### src/rtl/seven_segment_scan_controller.sv
// seven_segment_scan_controller
// Time-multiplexed scan controller for a bank of common-anode seven-segment
// digits. Shadow copies of the per-digit nibble, decimal point and enable are
// updated only at frame boundaries, through a level request / pulse
// acknowledge handshake, so a frame never mixes old and new data. Every digit
// slot starts with a blanking interval (all anodes off) and then has an
// active interval.
//
// Ports:
//   clock           sole clock, rising edge
//   resetN          asynchronous active-low reset
//   value           4*DIGIT_COUNT packed nibbles, digit i = value[4i+3:4i]
//   pointEnable     decimal point per digit
//   digitEnable     1 = digit lit, 0 = anode held off
//   loadRequest     level request to capture value/pointEnable/digitEnable
//   loadAcknowledge one-cycle pulse after the capture edge
//   encodedValue    nibble to the downstream encoder
//   encodedPoint    decimal point to the downstream encoder
//   anodeEnableN    active-low digit select
//   frameStart      one-cycle pulse at the start of each digit-0 active phase
module seven_segment_scan_controller #(
  parameter int DIGIT_COUNT  = 4,
  parameter int DIGIT_PERIOD = 50000,
  parameter int BLANK_CYCLES = 500
) (
  input  logic                     clock,
  input  logic                     resetN,
  input  logic [4*DIGIT_COUNT-1:0] value,
  input  logic [DIGIT_COUNT-1:0]   pointEnable,
  input  logic [DIGIT_COUNT-1:0]   digitEnable,
  input  logic                     loadRequest,
  output logic                     loadAcknowledge,
  output logic [3:0]               encodedValue,
  output logic                     encodedPoint,
  output logic [DIGIT_COUNT-1:0]   anodeEnableN,
  output logic                     frameStart
);

  localparam int CW = $clog2(DIGIT_PERIOD);
  localparam int IW = $clog2(DIGIT_COUNT);
  localparam logic [CW-1:0] BLANK_LAST  = CW'(BLANK_CYCLES - 1);
  localparam logic [CW-1:0] ACTIVE_LAST = CW'(DIGIT_PERIOD - BLANK_CYCLES - 1);
  localparam logic [IW-1:0] INDEX_LAST  = IW'(DIGIT_COUNT - 1);

  typedef enum logic {BLANK, ACTIVE} state_t;

  state_t                   state;
  logic [CW-1:0]            cnt;
  logic [IW-1:0]            idx;
  logic [4*DIGIT_COUNT-1:0] sh_value;
  logic [DIGIT_COUNT-1:0]   sh_point;
  logic [DIGIT_COUNT-1:0]   sh_enable;

  logic                     boundary;
  logic                     take_new;
  logic [4*DIGIT_COUNT-1:0] src_value;
  logic [DIGIT_COUNT-1:0]   src_point;
  logic [DIGIT_COUNT-1:0]   src_enable;
  logic [3:0]               sel_value;
  logic                     sel_point;
  logic [DIGIT_COUNT-1:0]   sel_anode;

  // On a capturing boundary edge the outputs are fed straight from the inputs,
  // so the freshly loaded digit 0 appears on the same edge as the capture.
  always_comb begin
    boundary   = (state == BLANK) && (cnt == BLANK_LAST) && (idx == '0);
    take_new   = boundary && loadRequest;
    src_value  = take_new ? value       : sh_value;
    src_point  = take_new ? pointEnable : sh_point;
    src_enable = take_new ? digitEnable : sh_enable;
    sel_value  = '0;
    sel_point  = 1'b0;
    sel_anode  = '1;
    for (int unsigned i = 0; i < DIGIT_COUNT; i++) begin
      if (idx == IW'(i)) begin
        sel_value    = src_value[4*i +: 4];
        sel_point    = src_point[i];
        sel_anode[i] = ~src_enable[i];
      end
    end
  end

  always_ff @(posedge clock or negedge resetN) begin
    if (!resetN) begin
      state           <= BLANK;
      cnt             <= '0;
      idx             <= '0;
      sh_value        <= '0;
      sh_point        <= '0;
      sh_enable       <= '0;
      loadAcknowledge <= 1'b0;
      frameStart      <= 1'b0;
      encodedValue    <= '0;
      encodedPoint    <= 1'b0;
      anodeEnableN    <= '1;
    end else begin
      loadAcknowledge <= 1'b0;
      frameStart      <= 1'b0;
      case (state)
        BLANK: begin
          if (cnt == BLANK_LAST) begin
            state        <= ACTIVE;
            cnt          <= '0;
            encodedValue <= sel_value;
            encodedPoint <= sel_point;
            anodeEnableN <= sel_anode;
            if (boundary) begin
              frameStart <= 1'b1;
            end
            if (take_new) begin
              sh_value        <= value;
              sh_point        <= pointEnable;
              sh_enable       <= digitEnable;
              loadAcknowledge <= 1'b1;
            end
          end else begin
            cnt <= cnt + 1'b1;
          end
        end
        ACTIVE: begin
          if (cnt == ACTIVE_LAST) begin
            state        <= BLANK;
            cnt          <= '0;
            anodeEnableN <= '1;
            idx          <= (idx == INDEX_LAST) ? '0 : idx + 1'b1;
          end else begin
            cnt <= cnt + 1'b1;
          end
        end
        default: begin
          state <= BLANK;
          cnt   <= '0;
        end
      endcase
    end
  end

endmodule

### config.mk
export PLATFORM = sky130hd
export DESIGN_NAME = seven_segment_scan_controller
export DESIGN_NICKNAME = d
export VERILOG_FILES = /design/src/rtl/seven_segment_scan_controller.sv
export SDC_FILE = /design/constraint.sdc
export NUM_CORES = 1
export LEC_CHECK = 0
export CAP_MARGIN = 15
export CELL_PAD_IN_SITES_DETAIL_PLACEMENT = 0
export CELL_PAD_IN_SITES_GLOBAL_PLACEMENT = 1
export CORE_MARGIN = 5
export CORE_UTILIZATION = 40
export CTS_CLUSTER_DIAMETER = 60
export DETAILED_ROUTE_END_ITERATION = 10
export MAX_ROUTING_LAYER = met4
export PLACE_DENSITY_LB_ADDON = 0.1
export SYNTH_ARGS = -nofsm -noshare
export SYNTH_HDL_FRONTEND = slang
export SYNTH_SLANG_ARGS = --single-unit
### constraint.sdc
create_clock -name clock -period 5.3 [get_ports clock]
set_clock_uncertainty 0.1 [all_clocks]
set_input_delay 0.795 -clock clock [delete_from_list [all_inputs] [get_ports clock]]
set_output_delay 0.795 -clock clock [all_outputs]
set_load 0.02 [all_outputs]
# [Yosys cells after proc, flatten, opt, wreduce, memory -nomap -nowiden]
# Cells that the tools add are included.
# Widths: inputs -> output; s select.
[classes] addsub=2 mul=0 div=0 order_cmp=0 eq_ne=7 shift=0 n_mux=31 n_bitwise=5 reduce_logical=7
[op_table] operator="$mux 16" n=3
[op_table] operator="$mux 4" n=8
[op_table] operator="$pmux 16 s2" n=1
[op_table] operator="$add 16x1->16 const B" n=1
[op_table] operator="$eq 16x16->1 const B" n=1
[op_table] operator="$eq 16x9->1 const B" n=1
[op_table] operator="$mux 1" n=16
[op_table] operator="$pmux 4 s2" n=1
[op_table] operator="$reduce_and 2->1" n=3
[op_table] operator="$not 1->1" n=5
[op_table] operator="$eq 2x2->1 const B" n=2
[op_table] operator="$ne 2x1->1 const B" n=2
[op_table] operator="$logic_and 1x1->1" n=3
[op_table] operator="$add 2x1->2 const B" n=1
[op_table] operator="$eq 2x1->1 const B" n=1
[op_table] operator="$logic_not 2->1" n=1
[op_table] operator="$mux 2" n=1
[op_table] operator="$pmux 1 s2" n=1
[totals] regBits=54 latch_bits=0 ram_bits=0 mem_bits_ro=0 input_bits=27 out_inout_bits=11 elab_cells=63 memories=0

# [Longest topological paths before layout]
[depth] ltp_word=9 mapped_depth=8 depth_no_buf=7

# [Worst setup path after synthesis]
# Ideal clock, no wire load.
[synth_timing] kind="reg-to-reg" from="reg cnt[0]" to="reg sh_value[0]" setup_time_ns=0.125 arrival_time_ns=2.327 required_time_ns=5.075 setup_slack_ns=2.748 stages_incl_launch_ff=8 n_path_buf=2 period_less_slack_ns=2.552 path_cell_list="dfrtp_1 -> ha_1 -> or4b_4 -> or4_1 -> buf_6 -> nor2_8 -> buf_6 -> mux2_2"
[synth_between] elab_chain_len=5 word_cells_on_any_way=6 cone_classes="eq/ne (1); mux (1); reduce/logical (4)"
[synth_rtl] item="from (decl)" line="48" rtl="logic [CW-1:0] cnt;"
[synth_rtl] item="from (signal assigned)" line="117" rtl="cnt <= cnt + 1'b1;"
[synth_rtl] item="from (signal assigned)" line="127" rtl="cnt <= cnt + 1'b1;"
[synth_rtl] item="$eq 16x9->1 *" line="66, 101"
[synth_rtl] item="$logic_and 1x1->1 (2 in a row)" line="66" rtl="boundary = (state == BLANK) && (cnt == BLANK_LAST) && (idx == '0);"
[synth_rtl] item="$logic_and 1x1->1" line="67" rtl="take_new = boundary && loadRequest;"
[synth_rtl] item="$mux 16"
[synth_rtl] item="to (signal assigned)" line="111" rtl="sh_value <= value;"
[synth_rtl] item="to (decl)" line="50" rtl="logic [4*DIGIT_COUNT-1:0] sh_value;"
# Mark *: on every way between the ends. The rest lies on a longest branch, timed or not.
# A chain may end at the register's enable or synchronous reset.

# [Worst setup path in the final report]
[layout_timing] from="reg cnt[0]" to="reg anodeEnableN[1]"
[layout_between] elab_chain_len=9 word_cells_on_any_way=13 cone_classes="eq/ne (4); mux (4); bitwise (1); reduce/logical (4)"
[layout_rtl] item="$eq 16x9->1" line="66, 101"
[layout_rtl] item="$logic_and 1x1->1 (2 in a row)" line="66"
[layout_rtl] item="$logic_and 1x1->1" line="67"
[layout_rtl] item="$mux 4"
[layout_rtl] item="$not 1->1" line="78" rtl="sel_anode[i] = ~src_enable[i];"
[layout_rtl] item="$mux 1" line="75" rtl="if (idx == IW'(i)) begin"
[layout_rtl] item="$mux 4" line="101" rtl="if (cnt == BLANK_LAST) begin"
[layout_rtl] item="$pmux 4 s2" line="99" rtl="case (state)"
[layout_rtl] item="to (signal assigned)" line="106" rtl="anodeEnableN <= sel_anode;"
[layout_rtl] item="to (decl)" line="35" rtl="output logic [DIGIT_COUNT-1:0] anodeEnableN,"
# Parallel ways exist; a longest one is shown, timed or not. The select of a mux whose other input is x is not followed.

==> results.sh <==
export IMPL_drt_wl_total_um=5740
export IMPL_area_growth_pct=20.6
export IMPL_fin_hold_ws_ps=391
export IMPL_cp_num_buf_inv=0
export IMPL_synth_seq_cells=54
export IMPL_critPathTopFamily="simple AND/OR/NAND/NOR gates"
export IMPL_synthFlopType="dfrtp_1"
export IMPL_rows=29
export IMPL_cts_sinks=54
export IMPL_worstSetupStartpointType="flip-flop"
export IMPL_cts_hold_buf=0
export IMPL_syn_area_sq_um=2660
export IMPL_crit_fanout=24
export IMPL_multiInputGateArea_sq_um=1210
export IMPL_final_min_period_over_clock_period=0.602
export IMPL_layout_drive_gt1_share=0.125
export IMPL_pwr_share_seq=0.524
export IMPL_ir_drop_v=0.000139
export IMPL_grt_max_degree=55
export IMPL_root_buffer="clkbuf_8"
export IMPL_nets=295
export IMPL_max_freq_mhz=313
export IMPL_dp_hpwl_um=4010
export IMPL_hold_path_startpoint="sh_value[10]"
export IMPL_grt_use_total=0.151
export IMPL_hp_class="flip-flop to flip-flop"
export IMPL_antenna_found_initial=0
export IMPL_path_class="flip-flop to flip-flop"
export IMPL_rsz0062_at_grt="false"
export IMPL_finalMaxSlewViolations=0
export IMPL_power_switching_fraction=0.194
export IMPL_grt_pass1_vias=1869
export IMPL_power_density_nw_per_um2=245
export IMPL_clock_latency_ps=310
export IMPL_worstSetupStartpoint="cnt[0]"
export IMPL_setup_ws_ps=2110
export IMPL_diodes=0
export IMPL_place_area_sq_um=3070
export IMPL_max_slew_worst_pin_slew_ps=870
export IMPL_power_frac_comb=0.048
export IMPL_gp_congestion=0.820
export IMPL_total_leakage_power_nw=1.52
export IMPL_die_x_um=91.6
export IMPL_place_port_buffers=37
export IMPL_synthTopCellsByArea="dfrtp_1 47%, mux2_1 5.1%, dfstp_2 3.9%"
export IMPL_clk_pin_slew_worst_paths_ps=100
export IMPL_cts_setup_buffers=0
export IMPL_fin_setup_tns_ps=0
export IMPL_seq_area_frac_synth=0.510
export IMPL_ys_types=45
export IMPL_h_tree_depth=2
export IMPL_most_common_layout_cells="50 x dfrtp_1, 36 x clkdlybuf4s50_1, 13 x nor2_1"
export IMPL_initial_core_util=0.414
export IMPL_status="complete, no violations"
export IMPL_viasPerCell=5.43
export IMPL_synth_top_area_share=0.470
export IMPL_maxSlewHeadroom=0.415
export IMPL_wl_per_cell_um=16.8
export IMPL_cp_slowest_cell="or4_1"
export IMPL_crit_chain="ha_1, or4b_4, or4_1, nor2_8, mux2_2, a31oi_1"
export IMPL_pin_count=38
export IMPL_final_area_sq_um=3210
export IMPL_clkPwrFrac=0.428
export IMPL_cts_tree="yes"
export IMPL_power_switching_w=0.000153
export IMPL_cap_violations=0
export IMPL_dp_slack_ps=2090
export IMPL_hold_viol=0
export IMPL_required_ps=5430
export IMPL_syn_inst=229
export IMPL_synth_edf_count=0
export IMPL_synth_largest_area_cell="dfrtp_1"
export IMPL_via_count=1850
export IMPL_fin_crit_ps=3190
export IMPL_async_reset_ff_frac=1.00
export IMPL_yosysWarningCount=0
export IMPL_ctsResizeCount=0
export IMPL_endpoint_kind="flip-flop"
export IMPL_drc=0
export IMPL_n_fill_cell=577
export IMPL_fp_dieH_um=91.6
export IMPL_cp_arrival_ps=3320
export IMPL_layout_commonest_cell="dfrtp_1"
export IMPL_numCtsBuffers=5
export IMPL_grt_pass1_wl_um=9740
export IMPL_p_int_w=0.000633
export IMPL_finalSetupViolations=0
export IMPL_syn_avg_cell_area_sq_um=11.6
export IMPL_ant_nets=0
export IMPL_dr_first_iter_drc_count=41
export IMPL_drt_first_pass_iters=6
export IMPL_clockBufferDepth=2
export IMPL_grt_remaining_overflow=0
export IMPL_reg2reg_from="cnt[0]"
export IMPL_dieArea_sq_um=8380
export IMPL_core_sq_um=6420
export IMPL_max_stage_delay_ps=880
export IMPL_seq_area_sq_um=1360
export IMPL_synth_nets=261
## cell families (layout without fill, tap and decap cells)
group / count (synthesis) / in the layout / synth area share
fa+ha+maj: 5 / 5 / 0.0235
simple gates: 67 / 67 / 0.148
mux: 30 / 30 / 0.127
xor+xnor: 13 / 13 / 0.0428
compound gates: 43 / 43 / 0.113
buf+inv: 17 / 52 / 0.0362
flops: 54 / 54 / 0.510
## sequential cells by signal, summed over array words and instances (netlist names)
signal	flops
frameStart	1
loadAcknowledge	1
sh_point	4
idx	2
sh_value	16
encodedPoint	1
cnt	16
anodeEnableN	4
sh_enable	4
encodedValue	4
state	1
## power groups by stage
stage                     clock network [W]  registers [W]   logic (W)
after detailed placement                  0       0.000420   0.0000386
after floorplan                           0       0.000420  0.00000731
after CTS                          0.000347       0.000412   0.0000389
after global placement                    0       0.000420   0.0000389
final                              0.000336       0.000412   0.0000376
after global routing               0.000362       0.000412   0.0000420
## cells in the mapped netlist (all sizes together) (2+ instances only)
cell    count
a21oi      10
nand2       6
nand3       9
buf         9
a21boi      5
nand4       6
or4b        2
nor2       14
nand2b      2
dfrtp      50
or4         2
clkbuf      3
a22oi       4
a211oi      3
or2         5
nor3        2
ha          5
mux2i       9
nor4        3
mux2       20
and3        8
o211a       4
and4        2
a221oi      4
nor2b       2
xnor2       6
o21ai       6
xor2        7
inv         5
dfstp       4
and2        2
a31oi       3
## path summary, 6_finish.rpt
| path | end | slack (ps) | cells past startpoint |
|---|---|---|---|
| min reg2reg | sh_value[10] | 390 | 1 |
| min | sh_value[10] | 390 | 1 |
| min in group asynchronous | sh_point[0] | 510 | 2 |
| max | anodeEnableN[1] | 2110 | 6 |
| max in group asynchronous | cnt[10] | 4140 | 2 |
| max reg2reg | anodeEnableN[1] | 2110 | 6 |
## per-stage QoR
| stage | power (W) | util | std cells |
|---|---|---|---|
| after CTS | 0.000798 | 0.500 | 341 |
| after global placement | 0.000459 | 0.477 | 333 |
| final | 0.000786 | 0.500 | 341 |
| after floorplan | 0.000427 | - | 229 |
| after detailed placement | 0.000458 | 0.477 | 333 |
| after global routing | 0.000816 | 0.500 | 341 |
## routing by layer
| layer | track usage | up-vias | share of wire |
|---|---|---|---|
| met4 | 0.0377 | 0 | 0.0077 |
| li1 | - | 904 | - |
| met5 | - | - | 0 |
| met3 | 0.0331 | 4 | 0.033 |
| met2 | 0.220 | 29 | 0.47 |
| met1 | 0.213 | 913 | 0.49 |
## layout make-up
class                      instances  area share
timing repair buffer              39       0.119
multi-input combinational        158       0.379
inverter                           5     0.00585
tap                               77      0.0300
clock inverter                     2      0.0187
clock buffer                       6      0.0257
sequential                        54       0.423
Power figures use the tool's default switching activity.
